## src/rtl/ysyx_22040759_lsu_axi_bridge_pkg.sv

```systemverilog
// ysyx_22040759_lsu_axi_bridge_pkg: AXI constants, access-size codes and FSM states for the LSU AXI bridge
package ysyx_22040759_lsu_axi_bridge_pkg;
    localparam logic [1:0] BURST_INCR  = 2'b01;
    localparam logic [1:0] RESP_OKAY   = 2'b00;
    localparam logic [1:0] RESP_SLVERR = 2'b10;
    localparam logic [1:0] SIZE_B      = 2'b00;
    localparam logic [1:0] SIZE_H      = 2'b01;
    localparam logic [1:0] SIZE_W      = 2'b10;
    localparam logic [1:0] SIZE_D      = 2'b11;
    typedef enum logic [2:0] {S_IDLE, S_RD_ADDR, S_RD_DATA, S_WR_REQ, S_WR_RESP, S_DONE} state_e;
    // Low address bits that must be zero for a naturally aligned access
    function automatic logic [2:0] align_mask(input logic [1:0] size);
        return size == SIZE_D ? 3'b111 : size == SIZE_W ? 3'b011 : size == SIZE_H ? 3'b001 : 3'b000;
    endfunction
endpackage

```

## src/rtl/ysyx_22040759_lsu_lane_align.sv

```systemverilog
// ysyx_22040759_lsu_lane_align: byte-lane strobe, write-data shift and read-data shift/mask for 64-bit AXI
module ysyx_22040759_lsu_lane_align
    import ysyx_22040759_lsu_axi_bridge_pkg::*;
(
    input  logic [2:0]  off_i,
    input  logic [1:0]  size_i,
    input  logic [63:0] wdata_i,
    input  logic [63:0] rdata_i,
    output logic [63:0] wdata_o,
    output logic [7:0]  wstrb_o,
    output logic [63:0] rdata_o
);
    logic [5:0]  sh;
    logic [7:0]  bmask;
    logic [63:0] dmask;
    always_comb begin
        sh      = {off_i, 3'b000};
        bmask   = size_i == SIZE_D ? 8'hff : size_i == SIZE_W ? 8'h0f : size_i == SIZE_B ? 8'h01 : 8'h03;
        dmask   = size_i == SIZE_D ? '1 : size_i == SIZE_W ? 64'hffff_ffff :
                  size_i == SIZE_B ? 64'hff : 64'hffff;
        wdata_o = wdata_i << sh;
        wstrb_o = bmask << off_i;
        rdata_o = (rdata_i >> sh) & dmask;
    end
endmodule

```

## src/rtl/ysyx_22040759_lsu_axi_bridge.sv

```systemverilog
// ysyx_22040759_lsu_axi_bridge: turns one MEM-stage load/store into a single-beat AXI4 transaction
module ysyx_22040759_lsu_axi_bridge
    import ysyx_22040759_lsu_axi_bridge_pkg::*;
#(
    parameter int AXI_ADDR_W = 32,
    parameter int AXI_DATA_W = 64,
    parameter int AXI_ID_W   = 4,
    parameter int AXI_ID     = 1
)(
    input  logic                    clk,
    input  logic                    rst,
    input  logic                    mem_valid_i,
    output logic                    mem_ready_o,
    input  logic                    mem_req_i,
    input  logic [63:0]             mem_addr_i,
    input  logic [1:0]              mem_size_i,
    input  logic [63:0]             mem_data_write_i,
    output logic [63:0]             mem_data_read_o,
    output logic [1:0]              mem_resp_o,
    output logic                    axi_aw_valid_o,
    input  logic                    axi_aw_ready_i,
    output logic [AXI_ADDR_W-1:0]   axi_aw_addr_o,
    output logic [AXI_ID_W-1:0]     axi_aw_id_o,
    output logic [7:0]              axi_aw_len_o,
    output logic [2:0]              axi_aw_size_o,
    output logic [1:0]              axi_aw_burst_o,
    output logic                    axi_w_valid_o,
    input  logic                    axi_w_ready_i,
    output logic [AXI_DATA_W-1:0]   axi_w_data_o,
    output logic [AXI_DATA_W/8-1:0] axi_w_strb_o,
    output logic                    axi_w_last_o,
    input  logic                    axi_b_valid_i,
    output logic                    axi_b_ready_o,
    input  logic [1:0]              axi_b_resp_i,
    input  logic [AXI_ID_W-1:0]     axi_b_id_i,
    output logic                    axi_ar_valid_o,
    input  logic                    axi_ar_ready_i,
    output logic [AXI_ADDR_W-1:0]   axi_ar_addr_o,
    output logic [AXI_ID_W-1:0]     axi_ar_id_o,
    output logic [7:0]              axi_ar_len_o,
    output logic [2:0]              axi_ar_size_o,
    output logic [1:0]              axi_ar_burst_o,
    input  logic                    axi_r_valid_i,
    output logic                    axi_r_ready_o,
    input  logic [AXI_DATA_W-1:0]   axi_r_data_i,
    input  logic [1:0]              axi_r_resp_i,
    input  logic                    axi_r_last_i,
    input  logic [AXI_ID_W-1:0]     axi_r_id_i
);
    state_e                  state_q;
    logic [AXI_ADDR_W-1:0]   addr_q;
    logic [1:0]              size_q;
    logic [63:0]             data_q, rdata_q, rdata_al;
    logic [1:0]              resp_q;
    logic                    ar_valid_q, aw_valid_q, w_valid_q, r_ready_q, b_ready_q, mem_ready_q;
    logic                    aw_fin, w_fin;
    logic                    unused_ok;

    ysyx_22040759_lsu_lane_align u_align (
        .off_i   (addr_q[2:0]),
        .size_i  (size_q),
        .wdata_i (data_q),
        .rdata_i (axi_r_data_i),
        .wdata_o (axi_w_data_o),
        .wstrb_o (axi_w_strb_o),
        .rdata_o (rdata_al)
    );

    assign aw_fin          = !aw_valid_q || axi_aw_ready_i;
    assign w_fin           = !w_valid_q || axi_w_ready_i;
    assign mem_ready_o     = mem_ready_q;
    assign mem_data_read_o = rdata_q;
    assign mem_resp_o      = resp_q;
    assign axi_ar_valid_o  = ar_valid_q;
    assign axi_ar_addr_o   = addr_q;
    assign axi_ar_id_o     = AXI_ID_W'(AXI_ID);
    assign axi_ar_len_o    = 8'd0;
    assign axi_ar_size_o   = {1'b0, size_q};
    assign axi_ar_burst_o  = BURST_INCR;
    assign axi_aw_valid_o  = aw_valid_q;
    assign axi_aw_addr_o   = addr_q;
    assign axi_aw_id_o     = AXI_ID_W'(AXI_ID);
    assign axi_aw_len_o    = 8'd0;
    assign axi_aw_size_o   = {1'b0, size_q};
    assign axi_aw_burst_o  = BURST_INCR;
    assign axi_w_valid_o   = w_valid_q;
    assign axi_w_last_o    = 1'b1;
    assign axi_r_ready_o   = r_ready_q;
    assign axi_b_ready_o   = b_ready_q;
    assign unused_ok       = ^{axi_r_last_i, axi_r_id_i, axi_b_id_i, mem_addr_i[63:AXI_ADDR_W]};

    always_ff @(posedge clk) begin
        if (rst) begin
            state_q     <= S_IDLE;
            ar_valid_q  <= 1'b0;
            aw_valid_q  <= 1'b0;
            w_valid_q   <= 1'b0;
            r_ready_q   <= 1'b0;
            b_ready_q   <= 1'b0;
            mem_ready_q <= 1'b0;
            rdata_q     <= '0;
            resp_q      <= RESP_OKAY;
        end else begin
            case (state_q)
                S_IDLE: if (mem_valid_i) begin
                    addr_q <= mem_addr_i[AXI_ADDR_W-1:0];
                    size_q <= mem_size_i;
                    data_q <= mem_data_write_i;
                    if ((mem_addr_i[2:0] & align_mask(mem_size_i)) != 3'b000) begin
                        resp_q      <= RESP_SLVERR;
                        mem_ready_q <= 1'b1;
                        state_q     <= S_DONE;
                    end else if (mem_req_i) begin
                        aw_valid_q <= 1'b1;
                        w_valid_q  <= 1'b1;
                        state_q    <= S_WR_REQ;
                    end else begin
                        ar_valid_q <= 1'b1;
                        state_q    <= S_RD_ADDR;
                    end
                end
                S_RD_ADDR: if (axi_ar_ready_i) begin
                    ar_valid_q <= 1'b0;
                    r_ready_q  <= 1'b1;
                    state_q    <= S_RD_DATA;
                end
                S_RD_DATA: if (axi_r_valid_i) begin
                    rdata_q     <= rdata_al;
                    resp_q      <= axi_r_resp_i;
                    r_ready_q   <= 1'b0;
                    mem_ready_q <= 1'b1;
                    state_q     <= S_DONE;
                end
                // AW and W complete independently; B is only accepted once both have gone
                S_WR_REQ: begin
                    if (axi_aw_ready_i) aw_valid_q <= 1'b0;
                    if (axi_w_ready_i) w_valid_q <= 1'b0;
                    if (aw_fin && w_fin) begin
                        b_ready_q <= 1'b1;
                        state_q   <= S_WR_RESP;
                    end
                end
                S_WR_RESP: if (axi_b_valid_i) begin
                    resp_q      <= axi_b_resp_i;
                    b_ready_q   <= 1'b0;
                    mem_ready_q <= 1'b1;
                    state_q     <= S_DONE;
                end
                default: begin
                    mem_ready_q <= 1'b0;
                    state_q     <= S_IDLE;
                end
            endcase
        end
    end
endmodule

```

## config.mk

```make
export PLATFORM = sky130hd
export DESIGN_NAME = ysyx_22040759_lsu_axi_bridge
export DESIGN_NICKNAME = d
export VERILOG_FILES = /design/src/rtl/ysyx_22040759_lsu_axi_bridge_pkg.sv /design/src/rtl/ysyx_22040759_lsu_lane_align.sv /design/src/rtl/ysyx_22040759_lsu_axi_bridge.sv
export SDC_FILE = /design/constraint.sdc
export NUM_CORES = 1
export LEC_CHECK = 0
export ABC_CLOCK_PERIOD_IN_PS = 7500
export CAP_MARGIN = 0
export CORE_AREA = 3 3 180 182
export CTS_CLUSTER_SIZE = 16
export DETAILED_ROUTE_END_ITERATION = 10
export DIE_AREA = 0 0 183 185
export PLACE_DENSITY_LB_ADDON = 0.05
export SKIP_LAST_GASP = 1
export SLEW_MARGIN = 20
export SYNTH_ARGS = -nofsm -noshare
export SYNTH_HDL_FRONTEND = slang
export SYNTH_SLANG_ARGS = --single-unit
```

## constraint.sdc

```tcl
create_clock -name clk -period 7.5 [get_ports clk]
set_clock_uncertainty 0.05 [all_clocks]
set_input_delay 0.75 -clock clk [delete_from_list [all_inputs] [get_ports clk]]
set_output_delay 0.75 -clock clk [all_outputs]
set_load 0.02 [all_outputs]
```

==> results.json <==
{
  "row_count": 64,
  "grt-ovfl-total": 0,
  "crit_chain": "buf_4 > buf_4 > a21oi_1 > mux2i_1 > clkdlybuf4s50_1",
  "gp_congestion": 0.7591,
  "synthCells": 860,
  "die_h_um": 185,
  "r2r_cells": 4,
  "ios": 459,
  "stdcell_area_mm2": 0.01387,
  "routed_wl_mm": 34.67,
  "avgSynthCellArea_um2": 11.15,
  "die_area_mm2": 0.03386,
  "p_total_uw": 3451,
  "via_count": 7814,
  "maxSlewViolCount": 0,
  "io_buffers": 386,
  "critPathLaunchType": "flip-flop",
  "period_needed_ns": 4.031,
  "synthArstFlopShare_pct": 0,
  "required_ns": 6.70,
  "crit_path_end": "axi_w_data_o[61]",
  "dpl_worst_slack_ns": 3.871,
  "initial_core_util_pct": 31.20,
  "grt_pass1_wl_mm": 50.06,
  "cpPeakStageDelay_ns": 0.85,
  "max_clock_freq_ghz": 0.2481,
  "postCtsResizedCells": 0,
  "cap_violations": 0,
  "r2r-end": "axi_ar_addr_o[3]",
  "layout_commonest_cell": "clkdlybuf4s50_1",
  "worstHoldStart": "mem_data_read_o[22]",
  "yosysTopAreaCellShare_pct": 30.68,
  "setup_viol": 0,
  "yosysWarningCount": 0,
  "peakVddDrop_mv": 0.1310,
  "ctsHoldBuffers": 0,
  "clk_pin_slew_ns": 0.07,
  "synth-edff-count": 98,
  "grt_usage_pct": 19.75,
  "cp-startpoint": "axi_ar_addr_o[0]",
  "grt_max_degree": 113,
  "postCtsSetupRepairBufs": 0,
  "antenna_found_initial": 3,
  "powerDensity_mw_per_mm2": 248.7,
  "drc": 0,
  "synth_ff_type": "edfxtp_1",
  "layout_common_cells": "385 x clkdlybuf4s50_1, 100 x nor2_1, 98 x edfxtp_1",
  "synth.cell_area_mm2": 0.009593,
  "critPathMaxFanout": 70,
  "fin_tns_setup_ns": 0,
  "cts_buffer_depth": 2,
  "clkLatencyLatePin_ns": 0.43,
  "hold_viol": 0,
  "rsz0062_at_grt": "false",
  "r2r_slack_ns": 4.33,
  "cts_tree": "done",
  "crit_path_frequent_cell": "buf_4",
  "cp.arrival_ns": 3.23,
  "cp-end-kind": "output port",
  "post-dp-hpwl_mm": 25.02,
  "antennaDiodeCount": 0,
  "ys_seq_area_share_pct": 46.33,
  "grt_pass1_vias": 7746,
  "fillers": 2943,
  "nets": 1388,
  "core_region_area_mm2": 0.03075,
  "fin_ws_ns": 3.469,
  "postRouteAntennaNets": 0,
  "cts_made_buffers": 17,
  "vias_per_cell": 4.942,
  "drt_iter0_drc": 364,
  "cpMaxStageDelayCell": "buf_4",
  "placed_area_mm2": 0.01325,
  "status": "completed",
  "synth_area_leaders": "edfxtp_1 31%, dfxtp_1 16%, mux4_2 8.5%, mux2i_1 7.7%, buf_4 5.9%",
  "worstSetupPathType": "flip-flop to output port",
  "p_leak_uw": 0.004923,
  "dr.pass1.iters": 5,
  "area_growth_pct": 44.63,
  "r2r_start": "state_q[1]",
  "wl_per_cell_um": 21.93,
  "die_w_um": 183,
  "synth_cell_types": 49,
  "hold_path_class": "flip-flop to flip-flop",
  "synth_seq_cells": 173,
  "fin_crit_sh_pct": 53.74,
  "layout-drive-gt1-share_pct": 9.873,
  "cts_root_buffer": "clkbuf_16",
  "clock-sinks": 173,
  "synth_area_leader_cell": "edfxtp_1",
  "htree_levels": 4,
  "slew_headroom_pct": 35.49,
  "worstMarginPinSlew_ns": 0.9676
}
-- synth_stat cells, drive strengths merged (6+ instances only) --
| master | number |
|---|---|
| o2bb2ai | 10 |
| dfxtp | 75 |
| inv | 7 |
| o21ai | 53 |
| buf | 118 |
| nor2b | 13 |
| o211ai | 7 |
| nand2 | 55 |
| and2 | 17 |
| nor3 | 9 |
| a22oi | 48 |
| edfxtp | 98 |
| nand2b | 6 |
| mux2i | 74 |
| mux4 | 40 |
| a211oi | 10 |
| nor2 | 102 |
| o32ai | 9 |
| clkbuf | 16 |
| a21oi | 35 |
| mux2 | 24 |
-- registers in the layout (all words and copies together) (netlist names) --
signal / count
axi_ar_addr_o: 32
axi_ar_valid_o: 1
axi_aw_valid_o: 1
axi_b_ready_o: 1
axi_r_ready_o: 1
axi_w_valid_o: 1
data_q: 64
mem_data_read_o: 64
mem_ready_o: 1
mem_resp_o: 2
size_q: 2
state_q: 3
-- final cells by class --
| type | count | area (µm²) | area share (%) |
|---|---|---|---|
| Multi-Input combinational cell | 575 | 4324 | 31.17 |
| Sequential cell | 173 | 4444 | 32.03 |
| Inverter | 7 | 26.28 | 0.1894 |
| Tap cell | 396 | 495.5 | 3.571 |
| Clock buffer | 17 | 425.4 | 3.066 |
| Clock inverter | 15 | 197.7 | 1.425 |
| Timing Repair Buffer | 398 | 3961 | 28.55 |
-- routing by layer --
layer	up-vias	part of all wire, %	GRT usage, %
li1	3723	-	-
met3	17	9.3	7.816
met5	-	0.11	0
met1	3778	40	23.81
met2	290	49	33.74
met4	6	0.85	3.991
-- where the power goes --
group / internal [µW] / switching [µW] / total [µW]
Sequential: 1130 / 81.6 / 1210
Combinational: 574 / 694 / 1270
Clock: 538 / 430 / 968
Total: 2250 / 1210 / 3450
-- per-stage QoR --
stage,instances,hold slack (ns),utilization [%]
2_1_floorplan,889,0.4761,-
3_3_place_gp,1549,0.3857,43.09
3_5_place_dp,1549,0.3935,43.09
4_1_cts,1581,0.4045,45.12
5_1_grt,1581,0.4216,45.12
6_report,1581,0.4009,45.12
-- how the worst min path moves through the flow --
stage / end / cells after the start
after floorplan: mem_data_read_o[22] / 2
after global placement: mem_data_read_o[8] / 2
after detailed placement: mem_data_read_o[14] / 2
after CTS: mem_data_read_o[22] / 2
after global routing: mem_data_read_o[31] / 2
final: mem_data_read_o[22] / 2
-- worst max-delay path, delay by kind of cell, from the launching register on --
family	cells	cell delay, ns
AO/OA/AOI/OAI	1	0.14
buffers and inverters	3	2.03
flip-flops	1	0.35
multiplexers	1	0.17
-- cells by family after synthesis --
kind of cell / count (synthesis) / synth area share (%)
buffers and inverters: 141 / 9.886
other: 2 / 0.07829
AOI/OAI and AO/OA: 193 / 13.24
muxes: 138 / 20.09
DFF: 173 / 46.33
and+or+nand+nor: 213 / 10.38
Note: power is estimated with default switching activity, not from simulation.
